<file path="src/rtl/pos_input_ring_node.sv">
// One node of the unidirectional position input ring: injects local positions,
// forwards upstream traffic with priority, and delivers neighbour-cell packets to the PE.
module pos_input_ring_node #(
    parameter int GCELL_X              = 0,
    parameter int GCELL_Y              = 0,
    parameter int GCELL_Z              = 0,
    parameter int X_DIM                = 3,
    parameter int Y_DIM                = 3,
    parameter int Z_DIM                = 3,
    parameter int NUM_CELLS            = X_DIM * Y_DIM * Z_DIM,
    parameter int MAX_HOPS             = 26,
    parameter int INJ_FIFO_DEPTH       = 16,
    parameter int FLOAT_STRUCT_WIDTH   = 96,
    parameter int PARTICLE_ID_WIDTH    = 8,
    parameter int GLOBAL_CELL_ID_WIDTH = 2,
    parameter int HOP_WIDTH            = $clog2(NUM_CELLS)
) (
    input  logic                              clk,
    input  logic                              rst,
    input  logic [FLOAT_STRUCT_WIDTH-1:0]     i_pos,
    input  logic [PARTICLE_ID_WIDTH-1:0]      i_parid,
    input  logic                              i_pos_valid,
    output logic                              o_pos_ready,
    input  logic [FLOAT_STRUCT_WIDTH-1:0]     i_source_pos,
    input  logic [PARTICLE_ID_WIDTH-1:0]      i_source_parid,
    input  logic [3*GLOBAL_CELL_ID_WIDTH-1:0] i_source_gcid,
    input  logic [HOP_WIDTH-1:0]              i_source_hops,
    input  logic                              i_source_valid,
    output logic [FLOAT_STRUCT_WIDTH-1:0]     o_dest_pos,
    output logic [PARTICLE_ID_WIDTH-1:0]      o_dest_parid,
    output logic [3*GLOBAL_CELL_ID_WIDTH-1:0] o_dest_gcid,
    output logic [HOP_WIDTH-1:0]              o_dest_hops,
    output logic                              o_dest_valid,
    output logic [FLOAT_STRUCT_WIDTH-1:0]     o_pos_to_pe,
    output logic [PARTICLE_ID_WIDTH-1:0]      o_parid_to_pe,
    output logic [3*GLOBAL_CELL_ID_WIDTH-1:0] o_gcid_to_pe,
    output logic                              o_pos_to_pe_valid,
    output logic                              o_buffer_empty,
    output logic                              o_inj_overflow
);
    localparam int GCW = GLOBAL_CELL_ID_WIDTH;
    localparam int GW  = 3 * GCW;
    localparam int FW  = FLOAT_STRUCT_WIDTH;
    localparam int PW  = PARTICLE_ID_WIDTH;
    localparam int EW  = FW + PW;
    localparam int AW  = $clog2(INJ_FIFO_DEPTH);
    localparam logic [GW-1:0] OWN_GCID = {GCW'(GCELL_X), GCW'(GCELL_Y), GCW'(GCELL_Z)};

    logic [EW-1:0]        r_mem [INJ_FIFO_DEPTH];
    logic [AW-1:0]        r_wr_ptr, r_rd_ptr;
    logic [AW:0]          r_count;
    logic [FW-1:0]        r_dest_pos, r_pe_pos;
    logic [PW-1:0]        r_dest_parid, r_pe_parid;
    logic [GW-1:0]        r_dest_gcid, r_pe_gcid;
    logic [HOP_WIDTH-1:0] r_dest_hops;
    logic                 r_dest_valid, r_pe_valid, r_overflow;

    logic                 w_full, w_empty, w_pos_ready, w_push, w_fwd, w_pop, w_deliver;
    logic [HOP_WIDTH:0]   w_hops_inc;
    logic [EW-1:0]        w_rd_data;
    logic [2:0]           w_dim_near;

    assign w_full      = (r_count == (AW+1)'(INJ_FIFO_DEPTH));
    assign w_empty     = (r_count == '0);
    assign w_pos_ready = !w_full && !rst;
    assign w_push      = i_pos_valid && w_pos_ready;
    // One extra bit so hops+1 never wraps before the compare.
    assign w_hops_inc  = {1'b0, i_source_hops} + 1'b1;
    assign w_fwd       = i_source_valid && (w_hops_inc < (HOP_WIDTH+1)'(MAX_HOPS));
    assign w_pop       = !w_fwd && !w_empty;
    assign w_rd_data   = r_mem[r_rd_ptr];

    // Per-dimension periodic neighbour test against elaboration-time own/+1/-1 coordinates.
    genvar gi;
    generate
        for (gi = 0; gi < 3; gi++) begin : g_dim
            localparam int DIM = (gi == 0) ? X_DIM : (gi == 1) ? Y_DIM : Z_DIM;
            localparam int OWN = (gi == 0) ? GCELL_X : (gi == 1) ? GCELL_Y : GCELL_Z;
            localparam logic [GCW-1:0] C_OWN = GCW'(OWN);
            localparam logic [GCW-1:0] C_UP  = GCW'((OWN == DIM-1) ? 0 : OWN + 1);
            localparam logic [GCW-1:0] C_DN  = GCW'((OWN == 0) ? DIM - 1 : OWN - 1);
            logic [GCW-1:0] w_src;
            assign w_src         = i_source_gcid[(2-gi)*GCW +: GCW];
            assign w_dim_near[gi] = (w_src == C_OWN) || (w_src == C_UP) || (w_src == C_DN);
        end
    endgenerate

    assign w_deliver = i_source_valid && (&w_dim_near) && (i_source_gcid != OWN_GCID);

    always_ff @(posedge clk) begin
        if (w_push) r_mem[r_wr_ptr] <= {i_pos, i_parid};
    end

    always_ff @(posedge clk) begin
        if (rst) begin
            r_wr_ptr     <= '0;
            r_rd_ptr     <= '0;
            r_count      <= '0;
            r_overflow   <= 1'b0;
            r_dest_pos   <= '0;
            r_dest_parid <= '0;
            r_dest_gcid  <= '0;
            r_dest_hops  <= '0;
            r_dest_valid <= 1'b0;
            r_pe_pos     <= '0;
            r_pe_parid   <= '0;
            r_pe_gcid    <= '0;
            r_pe_valid   <= 1'b0;
        end else begin
            if (w_push) r_wr_ptr <= r_wr_ptr + 1'b1;
            if (w_pop)  r_rd_ptr <= r_rd_ptr + 1'b1;
            case ({w_push, w_pop})
                2'b10:   r_count <= r_count + 1'b1;
                2'b01:   r_count <= r_count - 1'b1;
                default: r_count <= r_count;
            endcase
            if (i_pos_valid && w_full) r_overflow <= 1'b1;

            r_dest_valid <= w_fwd || w_pop;
            if (w_fwd) begin
                r_dest_pos   <= i_source_pos;
                r_dest_parid <= i_source_parid;
                r_dest_gcid  <= i_source_gcid;
                r_dest_hops  <= w_hops_inc[HOP_WIDTH-1:0];
            end else if (w_pop) begin
                r_dest_pos   <= w_rd_data[EW-1:PW];
                r_dest_parid <= w_rd_data[PW-1:0];
                r_dest_gcid  <= OWN_GCID;
                r_dest_hops  <= '0;
            end

            r_pe_valid <= w_deliver;
            if (w_deliver) begin
                r_pe_pos   <= i_source_pos;
                r_pe_parid <= i_source_parid;
                r_pe_gcid  <= i_source_gcid;
            end
        end
    end

    assign o_pos_ready       = w_pos_ready;
    assign o_buffer_empty    = w_empty;
    assign o_inj_overflow    = r_overflow;
    assign o_dest_pos        = r_dest_pos;
    assign o_dest_parid      = r_dest_parid;
    assign o_dest_gcid       = r_dest_gcid;
    assign o_dest_hops       = r_dest_hops;
    assign o_dest_valid      = r_dest_valid;
    assign o_pos_to_pe       = r_pe_pos;
    assign o_parid_to_pe     = r_pe_parid;
    assign o_gcid_to_pe      = r_pe_gcid;
    assign o_pos_to_pe_valid = r_pe_valid;
endmodule

</file>
<file path="config.mk">
export PLATFORM = sky130hd
export DESIGN_NAME = pos_input_ring_node
export DESIGN_NICKNAME = d
export VERILOG_FILES = /design/src/rtl/pos_input_ring_node.sv
export SDC_FILE = /design/constraint.sdc
export NUM_CORES = 2
export LEC_CHECK = 0
export ABC_AREA = 1
export BUFFER_PORTS_ARGS = -buffer_cell sky130_fd_sc_hd__buf_2
export CORE_MARGIN = 1.5
export CORE_UTILIZATION = 29
export DETAILED_ROUTE_END_ITERATION = 7
export HOLD_SLACK_MARGIN = 0.06
export SETUP_SLACK_MARGIN = 0.3
export SYNTH_ARGS = -nofsm -noshare
export SYNTH_HDL_FRONTEND = slang
export SYNTH_SLANG_ARGS = --single-unit
</file>
<file path="constraint.sdc">
create_clock -name clk -period 8.97 [get_ports clk]
set_input_delay 1.794 -clock clk [delete_from_list [all_inputs] [get_ports clk]]
set_output_delay 1.794 -clock clk [all_outputs]
set_load 0.005 [all_outputs]
</file>
After elaboration in Yosys (flattened, before gate mapping)
Memories as Yosys holds them, arrays and structs flattened. A register that Yosys moved wholly into a read port is not among the register bits. Index checks and enable logic that the tools add are counted.

Bits in writable memories: 1664. Memories: 1. Logic and storage cells: 68. Register bits: 241. Input port bits: 223. Output and inout port bits: 230.

$lt $le $gt $ge: 1. Mux-type cells: 13. Add/sub/neg operators: 5. Eq/ne operators: 9. Reduce and logical (&&, ||, !) cells: 26.

Memory list: r_mem (depth 16, bits a word 104, rd ports 1, clocked after Yosys merged registers in 1, write ports 1, line 49) `logic [EW-1:0] r_mem [INJ_FIFO_DEPTH];`.

Operators by type and width (count): 2-to-1 mux 96 bit (2); 2-to-1 mux 8 bit (2); 2-to-1 mux 6 bit (2); 2-to-1 mux 5 bit (2); case mux 5 bit (2 select lines) (1); adder 4 x 1 -> 4 bit, second input constant (2); == test 2 x 1 -> 1 bit, second input constant (4); == test 2 bit, second input constant (4); 2-to-1 mux 4 bit (2); logical AND 1 bit (7); logical OR 1 bit (7); adder 5 x 1 -> 6 bit, second input constant (1); zero test 2 bit (3); less-than comparator 6 x 5 -> 1 bit, second input constant (1); nonzero test 6 bit (1); adder 5 x 1 -> 5 bit, second input constant (1); == test 5 bit, second input constant (1); zero test 5 bit (1); subtractor 5 x 1 -> 5 bit, second input constant (1); zero test 1 bit (4); nonzero test 2 bit (2); AND reduction 3 bit (1); 2-to-1 mux 1 bit (2).

Longest topological paths before layout
Depth in word-level cells: 7. Gate-level depth with buffers: 23. Gate-level depth less buffers: 20.

Least setup slack after synthesis
No wires, ideal clock.

Path kind: input-to-reg. From: input rst. To: memory r_mem[11][0] (netlist name), enable pin. Data required time: 8.402 ns. Library setup time: 0.568 ns. Stages on the path: 8. Arrival: 6.886 ns. Slack: 1.516 ns. Buffers on the path: 1. Cell sequence: clkbuf_1 inv_1 nand2_1 inv_1 nand2_1 inv_1 nand3_1 nor2_1.

Longest elaborated chain between the ends: 5.

RTL lines: from (decl) (line 19) `input logic rst,`; zero test 1 bit (line 65) `assign w_pos_ready = !w_full && !rst;`; logical AND 1 bit (line 65); net o_pos_ready (line 23) `output logic o_pos_ready,`; logical AND 1 bit (line 66) `assign w_push = i_pos_valid && w_pos_ready;`; 2-to-1 mux 1 bit (line 91) `if (w_push) r_mem[r_wr_ptr] <= {i_pos, i_parid};`; 2-to-1 mux 1 bit (implied by the code) (line 91); to (decl) (line 49).

The timed path passes the listed nets, and every way through them passes these cells.

Worst setup path after layout
From: input rst. To: output o_pos_ready.

Longest elaborated chain between the ends: 2.

RTL lines (line): zero test 1 bit (65); logical AND 1 bit (65); to (decl) (23).

No other way between the ends.

==> impl_metrics.json <==
{
  "status": "completed",
  "clock_latency_ps": 880,
  "die_h_um": 507,
  "fillers": 24500,
  "skew_ps": 55.6,
  "grt.overflow.total": 0,
  "dp_hpwl_um": 117000,
  "switching_power_w": 0.00768,
  "netlist_area_mm2": 0.0736,
  "grt_pass1_vias": 47400,
  "avgViaCountPerCell": 5.10,
  "syn_area_per_cell_um2": 12.9,
  "ctsResizeCount": 0,
  "min-delay-start": "o_dest_hops[2]",
  "layout-drive-gt1-share_pct": 13.7,
  "drv_slew": 0,
  "dr.first_iter.drc_count": 4947,
  "syn_inst": 5697,
  "r2r_end": "o_dest_pos[56]",
  "grt_pass1_wl_um": 314000,
  "pin_count": 453,
  "start_util_pct": 29.2,
  "critPathMaxFanout": 41,
  "whs_path_depth": 2,
  "die-width_um": 507,
  "wl_per_cell_um": 22.5,
  "rsz0062_at_grt": "no",
  "cp.arrival_ps": 2870,
  "drc": 0,
  "syn-num-nets": 5928,
  "ff_latch_area_mm2": 0.0549,
  "setup_tns_ps": 0,
  "switching_share_pct": 32.5,
  "period_needed_ps": 4660,
  "design_area_mm2": 0.0851,
  "fmax_mhz": 215,
  "finalCoreUtilization_pct": 33.8,
  "hp-class": "flip-flop to flip-flop",
  "ys_types": 39,
  "p_int_w": 0.0160,
  "portBuffers": 452,
  "leakage_nw": 28.0,
  "gp_congestion": 0.826,
  "dieArea_mm2": 0.257,
  "pwr-share-comb_pct": 23.3,
  "rows": 184,
  "r2r_slack_ps": 4350,
  "powerDensity_mw_per_mm2": 278,
  "grt_max_degree": 415,
  "endpoint_kind": "output port",
  "setup_viol": 0,
  "ctsHoldBuffers": 0,
  "min_to": "o_dest_hops[2]",
  "seq_power_share_pct": 43.2,
  "ys_seq_area_share_pct": 74.5,
  "cap_violations": 0,
  "slowest_delay_ps": 340,
  "async_flop_share_pct": 0,
  "wirelength_um": 214000,
  "worstMarginPinSlew_ps": 1470,
  "ys.warnings.count": 0,
  "core_area_mm2": 0.252,
  "grtUsageTotal_pct": 16.2,
  "clock_sinks": 1909,
  "area_growth_pct": 15.6,
  "vias": 48400,
  "cts_setup_buffers": 0,
  "path_cells": "buf_6, inv_4, nand2_1, inv_1, buf_2",
  "clkTransAtPathRegs_ps": 60,
  "drtAntennaViolNets": 0,
  "synth_flop_cell": "edfxtp_1",
  "worstPathRequired_ps": 7180,
  "ys_seq_elements": 1909,
  "synth_edf_count": 1664,
  "clockRootBuffer": "clkbuf_16",
  "numCtsBuffers": 184,
  "cp_slowest_cell": "buf_6",
  "rr_worst_depth": 9,
  "critPathKind": "primary input to output port",
  "antenna_found_initial": 65,
  "tritoncts": "yes",
  "ir_drop_v": 0.000290,
  "hold_violations": 0,
  "startpoint_type": "primary input",
  "p_clk_share_pct": 33.5,
  "multi_input_area_mm2": 0.0164,
  "cts.htree.levels": 4,
  "slew-limit-headroom_pct": 1.90,
  "cts_buffer_depth": 3,
  "placed_area_mm2": 0.0789,
  "finalCritPeriodShare_pct": 52.0,
  "drtPass1Iterations": 5,
  "fin_nets": 6205
}
==> sequential cells by signal, indices dropped and copies added, names as in the netlist, named ones only <==
name / count
o_dest_pos: 96
r_wr_ptr: 4
o_dest_hops: 5
o_gcid_to_pe: 6
o_parid_to_pe: 8
r_count: 5
o_dest_parid: 8
o_dest_valid: 1
o_inj_overflow: 1
r_mem: 1664
o_pos_to_pe_valid: 1
o_pos_to_pe: 96
o_dest_gcid: 6
r_rd_ptr: 4
==> synth_stat cells (all sizes together) (8+ instances only) <==
cell / instances / share of area (%)
edfxtp: 1664 / 68
nor2: 1052 / 5.4
o21ai: 955 / 6.5
nand2: 353 / 1.8
o221ai: 280 / 3.3
clkbuf: 275 / 1.4
dfxtp: 245 / 6.7
a21oi: 180 / 1.2
buf: 156 / 1.4
o211ai: 136 / 1.4
o22ai: 116 / 0.99
nand3: 106 / 0.73
inv: 97 / 0.50
a31oi: 44 / 0.37
ha: 8 / 0.14
==> metal layers <==
| metal | track usage [%] | vias up | wire (µm) |
|---|---|---|---|
| met2 | 26.7 | 1749 | 102000 |
| li1 | - | 21800 | - |
| met5 | 0 | - | 265 |
| met1 | 21.0 | 24400 | 90300 |
| met3 | 3.51 | 408 | 14600 |
| met4 | 5.36 | 44 | 6770 |
==> critical path, delay by kind of cell <==
kind / cells / cell delay, ps
buffers and inverters: 4 / 870
AND/OR/NAND/NOR: 1 / 150
==> kinds of logic (layout without fill, tap and decap cells) <==
| family | count (synthesis) | count (layout) | synth area share [%] |
|---|---|---|---|
| xor gates and xnor gates | 6 | 6 | 0.0714 |
| and+or+nand+nor | 1526 | 1526 | 8.03 |
| adders and majority gates | 8 | 8 | 0.136 |
| AOI/OAI and AO/OA | 1719 | 1719 | 13.9 |
| DFF | 1909 | 1909 | 74.5 |
| other | 0 | 11 | 0 |
| buffers and inverters | 529 | 965 | 3.30 |
==> layout make-up <==
cell class                 count  area share, %
clock inverter               101           1.50
inverter                      98          0.507
tap                         3348           4.92
antenna                       11         0.0323
timing repair buffer         522           3.44
multi-input combinational   3259           19.3
sequential                  1909           64.5
clock buffer                 244           5.82
==> worst max path at each step <==
| stage | start | end | slack [ps] |
|---|---|---|---|
| after floorplan | rst | r_mem[11][0] | 1520 |
| after global routing | flip-flop | o_dest_pos[56] | 4080 |
| after CTS | rst | o_pos_ready | 4300 |
| after global placement | rst | r_mem[0][80] | 3560 |
| final | rst | o_pos_ready | 4310 |
| after detailed placement | rst | r_mem[0][80] | 3490 |
==> per-stage QoR <==
step / hold slack [ps] / std cells / setup slack (ps) / total power [W]
after floorplan: 448 / 5697 / 1520 / 0.0140
after global placement: 446 / 9136 / 3560 / 0.0158
after detailed placement: 454 / 9136 / 3490 / 0.0159
after CTS: 464 / 9481 / 4300 / 0.0238
after global routing: 481 / 9487 / 4080 / 0.0248
final: 459 / 9492 / 4310 / 0.0237
==> layout by cell type (no fill, tap or decap), types with 6 or more instances in the layout <==
master / synthesis / layout
ha_1: 8 / 8
o22ai_1: 116 / 116
diode_2: 0 / 11
nand4_1: 6 / 6
a31oi_1: 44 / 44
nand2_1: 351 / 350
o221ai_1: 280 / 280
clkinv_1: 1 / 25
dfxtp_1: 245 / 241
buf_2: 87 / 451
a21oi_1: 180 / 180
buf_4: 38 / 59
clkbuf_16: 0 / 185
clkbuf_8: 0 / 10
inv_6: 1 / 7
edfxtp_1: 1664 / 1664
bufinv_16: 0 / 18
o211ai_1: 136 / 136
buf_12: 1 / 11
nor2_4: 0 / 16
clkbuf_1: 274 / 44
nand3_1: 105 / 105
nor2_1: 1052 / 1036
inv_1: 90 / 88
clkinv_16: 0 / 11
o21ai_1: 12 / 12
o21ai_0: 943 / 943
clkinv_2: 0 / 29
==> power by group through the flow <==
stage / combinational, W / sequential, W / clock, W
after floorplan: 0.00367 / 0.0103 / 0
after CTS: 0.00554 / 0.0102 / 0.00806
after global routing: 0.00613 / 0.0103 / 0.00840
after detailed placement: 0.00551 / 0.0104 / 0
after global placement: 0.00542 / 0.0104 / 0
final: 0.00550 / 0.0102 / 0.00792
Power figures use the tool's default switching activity.
